## src/rtl/mux4_rr_arbiter.sv

```systemverilog
//------------------------------------------------------------------------------
// Module  : mux4_rr_arbiter
// Brief   : Round-robin arbiter/sequencer driving a shared 4-to-1 data mux
//           with a valid/ready output handshake and a per-grant burst limit.
// Revision: 1.0 - initial release
//------------------------------------------------------------------------------
`default_nettype none

module mux4_rr_arbiter #(
  parameter int WIDTH     = 8,
  parameter int MAX_BURST = 4
) (
  input  logic             clk,
  input  logic             rst,
  input  logic [3:0]       req,
  input  logic [WIDTH-1:0] a,
  input  logic [WIDTH-1:0] b,
  input  logic [WIDTH-1:0] c,
  input  logic [WIDTH-1:0] d,
  output logic [3:0]       gnt,
  output logic             s1,
  output logic             s2,
  output logic [WIDTH-1:0] o,
  output logic             o_valid,
  input  logic             o_ready,
  output logic [3:0]       ack
);

  localparam logic [0:0] c_idle      = 1'b0;
  localparam logic [0:0] c_busy      = 1'b1;
  localparam logic [8:0] c_max_burst = 9'(MAX_BURST);

  logic [0:0] r_state;
  logic [0:0] w_state_nxt;
  logic [1:0] r_ptr;
  logic [7:0] r_cnt;
  logic [1:0] w_sel;
  logic [1:0] w_pick_idx;
  logic       w_accept;
  logic       w_last;
  logic       w_release;

  assign w_sel = {s1, s2};

  // Highest-priority request starting at the pointer: scan backwards so the
  // entry closest to r_ptr is the last (winning) assignment.
  always_comb begin
    w_pick_idx = r_ptr;
    for (int i = 3; i >= 0; i--) begin
      if (req[r_ptr + 2'(i)]) begin
        w_pick_idx = r_ptr + 2'(i);
      end
    end
  end

  assign w_accept  = o_valid & o_ready;
  assign w_last    = w_accept && (({1'b0, r_cnt} + 9'd1) == c_max_burst);
  assign w_release = (r_state == c_busy) && (!req[w_sel] || w_last);

  // State and datapath registers
  always_ff @(posedge clk or posedge rst) begin
    if (rst) begin
      r_state <= c_idle;
      gnt     <= 4'b0000;
      s1      <= 1'b0;
      s2      <= 1'b0;
      r_ptr   <= 2'd0;
      r_cnt   <= 8'd0;
    end else begin
      r_state <= w_state_nxt;
      if (r_state == c_idle) begin
        if (|req) begin
          gnt      <= 4'b0001 << w_pick_idx;
          {s1, s2} <= w_pick_idx;
          r_cnt    <= 8'd0;
        end
      end else if (w_release) begin
        gnt   <= 4'b0000;
        r_ptr <= w_sel + 2'd1;
      end else if (w_accept) begin
        r_cnt <= r_cnt + 8'd1;
      end
    end
  end

  // Next-state logic
  always_comb begin
    w_state_nxt = r_state;
    case (r_state)
      c_idle:  if (|req)     w_state_nxt = c_busy;
      c_busy:  if (w_release) w_state_nxt = c_idle;
      default: w_state_nxt = c_idle;
    endcase
  end

  // Handshake outputs
  always_comb begin
    o_valid = 1'b0;
    ack     = 4'b0000;
    if (r_state == c_busy) begin
      o_valid = req[w_sel];
      if (req[w_sel] && o_ready) begin
        ack = gnt;
      end
    end
  end

  always_comb begin
    o = a;
    case (w_sel)
      2'd0:    o = a;
      2'd1:    o = b;
      2'd2:    o = c;
      default: o = d;
    endcase
  end

endmodule

`default_nettype wire

```

## config.mk

```make
export PLATFORM = sky130hd
export DESIGN_NAME = mux4_rr_arbiter
export DESIGN_NICKNAME = d
export VERILOG_FILES = /design/src/rtl/mux4_rr_arbiter.sv
export SDC_FILE = /design/constraint.sdc
export NUM_CORES = 1
export LEC_CHECK = 0
export ABC_CLOCK_PERIOD_IN_PS = 2900
export CORE_MARGIN = 3
export CORE_UTILIZATION = 45
export CTS_BUF_LIST = sky130_fd_sc_hd__clkbuf_4 sky130_fd_sc_hd__clkbuf_8
export DETAILED_ROUTE_END_ITERATION = 8
export GPL_TIMING_DRIVEN = 1
export PLACE_DENSITY = 0.86
export RECOVER_POWER = 25
export SLEW_MARGIN = 20
export SYNTH_ARGS = -nofsm -noshare
export SYNTH_HDL_FRONTEND = slang
export SYNTH_SLANG_ARGS = --single-unit
```

## constraint.sdc

```tcl
create_clock -name clk -period 2.9 [get_ports clk]
set_input_delay 0.435 -clock clk [delete_from_list [all_inputs] [get_ports clk]]
set_output_delay 0.435 -clock clk [all_outputs]
set_load 0.05 [all_outputs]
```

After elaboration in Yosys (flattened, before gate mapping)
Cells that the tools add are included.

word-level totals
  word-level logic and storage cells = 66
  input bits = 39
  flip-flop bits (word level) = 17
  output and inout bits = 19

operators by class
  shift-type cells = 1
  multiplexer cells = 28
  add/subtract/negate cells = 6
  eq/ne operators = 6
  bitwise operators = 2
  magnitude comparators = 5
  reduce and logical (&&, ||, !) cells = 12

operator list
  cell                 number
  $mux 8               4
  $pmux 8 s3           1
  $mux 4               5
  $lt 2x3->1 const B   5
  $bmux 1 s2           5
  $add 8x1->9 const B  1
  $eq 9x3->1 const B   1
  $add 8x1->8 const B  1
  $mux 1               8
  $mux 2               4
  $reduce_and 2->1     3
  $add 2x1->2 const B  2
  $add 2x2->2 const B  2
  $ne 2x1->1 const B   2
  $reduce_or 4->1      1
  $shl 1x2->4 const A  1
  $logic_and 1x1->1    3
  $reduce_and 3->1     1
  $eq 2x1->1 const B   1
  $eq 2x2->1 const B   1
  $logic_not 2->1      1
  $ne 2x2->1 const B   1
  $pmux 1 s2           1
  $reduce_bool 2->1    1
  other kinds (4)      4

Longest topological paths before layout
Gate-level depths: netlist of run 1.

  depth after elaboration = 10
  depth in mapped cells = 6
  mapped depth without buffers = 6

Worst setup path before layout of run 1
Ideal clock, no wire load.

  kind = reg2out
  start point = register s1
  end point = output o[0]
  arrival = 2,244 ps
  path buffers = 1
  cell stages (with the launch flop) = 4
  slack = 221 ps
  data required time = 2,465 ps
  cells stage by stage = dfrtp_1 ha_1 clkbuf_1 mux2i_1

between the ends
  cells in the longest elaborated chain, start to end = 2
  elaborated cells between the ends (all ways) = 4
  classes of those cells = 2 x eq/ne; 1 x mux; 1 x reduce/logical

ends and longest elaborated chain
  what                                      line  text
  start, declared                           21    output logic s1,
  start signal, assigned                    74    {s1, s2} <= w_pick_idx;
  $eq 2x2->1, or another cell as far along  110   case (w_sel)
  $pmux 8 s3 (*)                            110
  end, declared                             23    output logic [WIDTH-1:0] o,

Mark *: on every way between the ends. The rest lies on a longest branch, timed or not.

Final worst setup path of run 1
  start point = register s2
  end point = output o[3]

between the ends
  cells in the longest elaborated chain, start to end = 2
  elaborated cells between the ends (all ways) = 4
  classes of those cells = 2 x eq/ne; 1 x mux; 1 x reduce/logical

ends and longest elaborated chain
  what                                      line  text
  start, declared                           22    output logic s2,
  start signal, assigned                    74
  $eq 2x2->1, or another cell as far along  110
  $pmux 8 s3 (*)                            110

Marks and branches as above.

==> results of run 1 <==
worst max-delay path: stages, from the launching register on:
cell	delay [ns]
sky130_fd_sc_hd__dfrtp_1	0.51
sky130_fd_sc_hd__inv_1	0.13
sky130_fd_sc_hd__ha_1	0.31
sky130_fd_sc_hd__a222oi_1	0.36
sky130_fd_sc_hd__mux2i_1	0.13
sky130_fd_sc_hd__dlygate4sd2_1	0.45
layout make-up:
type | instances | area, um2
Sequential cell | 17 | 425
Clock buffer | 4 | 30.0
Timing Repair Buffer | 58 | 644
Tap cell | 30 | 37.5
Inverter | 16 | 60.1
Multi-Input combinational cell | 107 | 743
Fill cell | 189 | 627
synthesized netlist by cell type (2+ instances only):
cell type | count | area (um2)
sky130_fd_sc_hd__a21oi_1 | 6 | 30.0
sky130_fd_sc_hd__a222oi_1 | 8 | 80.1
sky130_fd_sc_hd__a31oi_1 | 2 | 12.5
sky130_fd_sc_hd__and2_1 | 5 | 31.3
sky130_fd_sc_hd__clkbuf_1 | 5 | 18.8
sky130_fd_sc_hd__dfrtp_1 | 17 | 425
sky130_fd_sc_hd__ha_1 | 5 | 62.6
sky130_fd_sc_hd__inv_1 | 16 | 60.1
sky130_fd_sc_hd__mux2i_1 | 13 | 130
sky130_fd_sc_hd__nand2_1 | 11 | 41.3
sky130_fd_sc_hd__nand2b_1 | 2 | 12.5
sky130_fd_sc_hd__nand3_1 | 4 | 20.0
sky130_fd_sc_hd__nand4_1 | 3 | 18.8
sky130_fd_sc_hd__nor2_1 | 11 | 41.3
sky130_fd_sc_hd__nor2b_1 | 2 | 12.5
sky130_fd_sc_hd__nor3_1 | 3 | 15.0
sky130_fd_sc_hd__o21ai_0 | 11 | 55.1
cells by family after synthesis:
group,Yosys count,share of synthesized area (%)
buf+inv,22,6.88
simple gates,46,18.3
mux,14,11.6
xor+xnor,1,0.698
fa+ha+maj,5,4.99
compound gates,41,23.6
flops,17,33.9
routing by layer:
metal / up-vias / share of wire [%] / global-route usage (%)
li1: 649 / - / -
met1: 625 / 42 / 28.2
met2: 71 / 46 / 40.2
met3: 4 / 12 / 5.48
met4: 0 / 0.56 / 2.91
met5: - / 0 / 0
report_power, final:
| group | internal [uW] | leakage (uW) | total, uW | switching, uW |
|---|---|---|---|---|
| logic | 545 | 0.000661 | 1430 | 883 |
| clock network | 62.8 | 0.0000184 | 136 | 72.8 |
| registers | 310 | 0.000221 | 419 | 109 |
cells in the final DEF (no fill, tap or decap), drive strengths merged, types with 2 or more instances in the layout:
cell type / n
dlymetal6s2s: 7
nand4: 3
clkbuf: 4
clkdlybuf4s50: 43
a21oi: 7
nor2b: 2
nand2: 12
nand2b: 2
a31oi: 2
buf: 6
a222oi: 8
inv: 16
and2: 5
nor3: 3
o21ai: 12
nor2: 11
nand3: 4
ha: 5
dfrtp: 17
mux2i: 13
state kept, by name, indices dropped and copies added (netlist names):
signal   cells
r_cnt        8
gnt          4
r_ptr        2
r_state      1
s1           1
s2           1
worst paths after layout:
path | from | endpoint | slack (ns)
setup / recovery | s2 | o[3] | 0.29
hold / removal | r_cnt[7] | r_cnt[7] | 0.49
setup reg to reg | r_cnt[5] | gnt[0] | 0.85
hold reg to reg | r_cnt[7] | r_cnt[7] | 0.49
max in group asynchronous | rst | r_state | 1.81
min in group asynchronous | rst | r_cnt[6] | 0.67
through the flow:
stage | power, uW | setup WS (ns) | util [%] | hold WS (ns) | area, um2
floorplan | 1380 | 0.221 | - | 0.361 | 1250
global placement | 1830 | 0.369 | 73.8 | 0.464 | 1890
detailed placement | 1860 | 0.327 | 73.8 | 0.471 | 1890
CTS | 1990 | 0.0151 | 74.9 | 0.489 | 1920
global route | 2100 | 0.143 | 75.6 | 0.518 | 1940
finish | 1980 | 0.289 | 75.6 | 0.494 | 1940
==> results.sh, run 1 <==
export IMPL_run_status="complete, no violations"
export IMPL_hold_depth=1
export IMPL_finalHoldViolations=0
export IMPL_maxCapViolations=0
export IMPL_io_buffers=57
export IMPL_number_of_antenna_violations_at_the_first_check_in_global_routing=0
export IMPL_drt_first_iter_violations=100
export IMPL_routed_wire_length_per_instance_um=16.1
export IMPL_setup_total_negative_slack_ns=0
export IMPL_die_h_um=58.8
export IMPL_ir_worst_vdd_mv=1.10
export IMPL_route_detailed_drc=0
export IMPL_ys_seq_elements=17
export IMPL_grt_start_max_net_pins=18
export IMPL_worst_skew_ns=0.00260
export IMPL_place_gp_congestion=0.825
export IMPL_synth_fp_nets=190
export IMPL_ys_seq_area_share_pct=33.9
export IMPL_synth_enable_flop_cells=0
export IMPL_drt_total_wl_mm=3.74
export IMPL_grt_remaining_overflow=0
export IMPL_critPathMaxFanout=8
export IMPL_fp_coreArea_um2=2570
export IMPL_detail_route_antenna_nets=0
export IMPL_tritoncts="done"
export IMPL_arrival_ns=2.18
export IMPL_grt_pass1_vias=1386
export IMPL_setup_bufs_post_cts=0
export IMPL_die_area_um2=3460
export IMPL_cts_path_max_buffers=2
export IMPL_die_width_um=58.8
export IMPL_clk_pin_slew_ns=0.10
export IMPL_grt_first_pass_wirelength_mm=6.20
export IMPL_drv_slew=0
export IMPL_dp_cells=228
export IMPL_area_growth_syn_to_layout_pct=54.6
export IMPL_netlist_cell_type_count=39
export IMPL_p_leak_uw=0.000900
export IMPL_synth_async_reset_ratio_pct=100
export IMPL_globalRouteTotalUtil_pct=22.6
export IMPL_pre_repair_dr_iteration_count=6
export IMPL_non_filler_instance_count_after_layout=232
export IMPL_boundaryPins=58
export IMPL_routed_via_count=1349
export IMPL_cts_hold_buf=0
export IMPL_timing_critical_path_to_type="primary output"
export IMPL_share_of_the_clock_period_used_by_the_worst_path_pct=90.1
export IMPL_timing_worst_slew_pin_value_ns=0.658
export IMPL_clk_root_buffer_cell="sky130_fd_sc_hd__clkbuf_4"
export IMPL_detail_route_vias_per_cell=5.81
export IMPL_cts_htree_levels=1
export IMPL_clkLatencyLatePin_ns=0.29
export IMPL_initial_cell_density_of_the_core_pct=48.9
export IMPL_floorplan_rows=18
export IMPL_antenna_cells=0
export IMPL_clkSinkCount=17
export IMPL_timing_final_crit_period_ns=2.61
export IMPL_worstHoldPathType="register to register"
export IMPL_avgSynthCellArea_um2=8.60
export IMPL_timing_setup_critical_path_class="register to primary output"
export IMPL_synth_main_ff_cell="sky130_fd_sc_hd__dfrtp_1"
export IMPL_report_final_setup_viol=0
export IMPL_rsz0062_at_grt="false"
export IMPL_detailed_place_hpwl_mm=2.99
export IMPL_fin_nets=247
export IMPL_final_layout_size_suffix_gt1_share_pct=8.42
export IMPL_numCtsBuffers=3
export IMPL_cts_repair_resized=1
export IMPL_power_density_nw_per_um2=1020
export IMPL_r2r_depth=5
export IMPL_worst_slew_margin_rel_pct=56.1
export IMPL_fmaxAchievable_ghz=0.383
export IMPL_synthCells=146
export IMPL_cp_required_ns=2.47
export IMPL_yosys_warnings=0
export IMPL_syn_area_um2=1250
export IMPL_critPathLaunchType="register"
(Power assumes the default switching activity.)
==> run 2, diff against run 1 <==
--- a/config.mk
+++ b/config.mk
@@ -10,6 +10,7 @@
 export CORE_UTILIZATION = 45
 export CTS_BUF_LIST = sky130_fd_sc_hd__clkbuf_4 sky130_fd_sc_hd__clkbuf_8
 export DETAILED_ROUTE_END_ITERATION = 8
+export GPL_ROUTABILITY_DRIVEN = 0
 export GPL_TIMING_DRIVEN = 1
 export PLACE_DENSITY = 0.86
 export RECOVER_POWER = 25
==> results of run 2 <==
Final layout, timing and power as in run 1 (identical DEF).
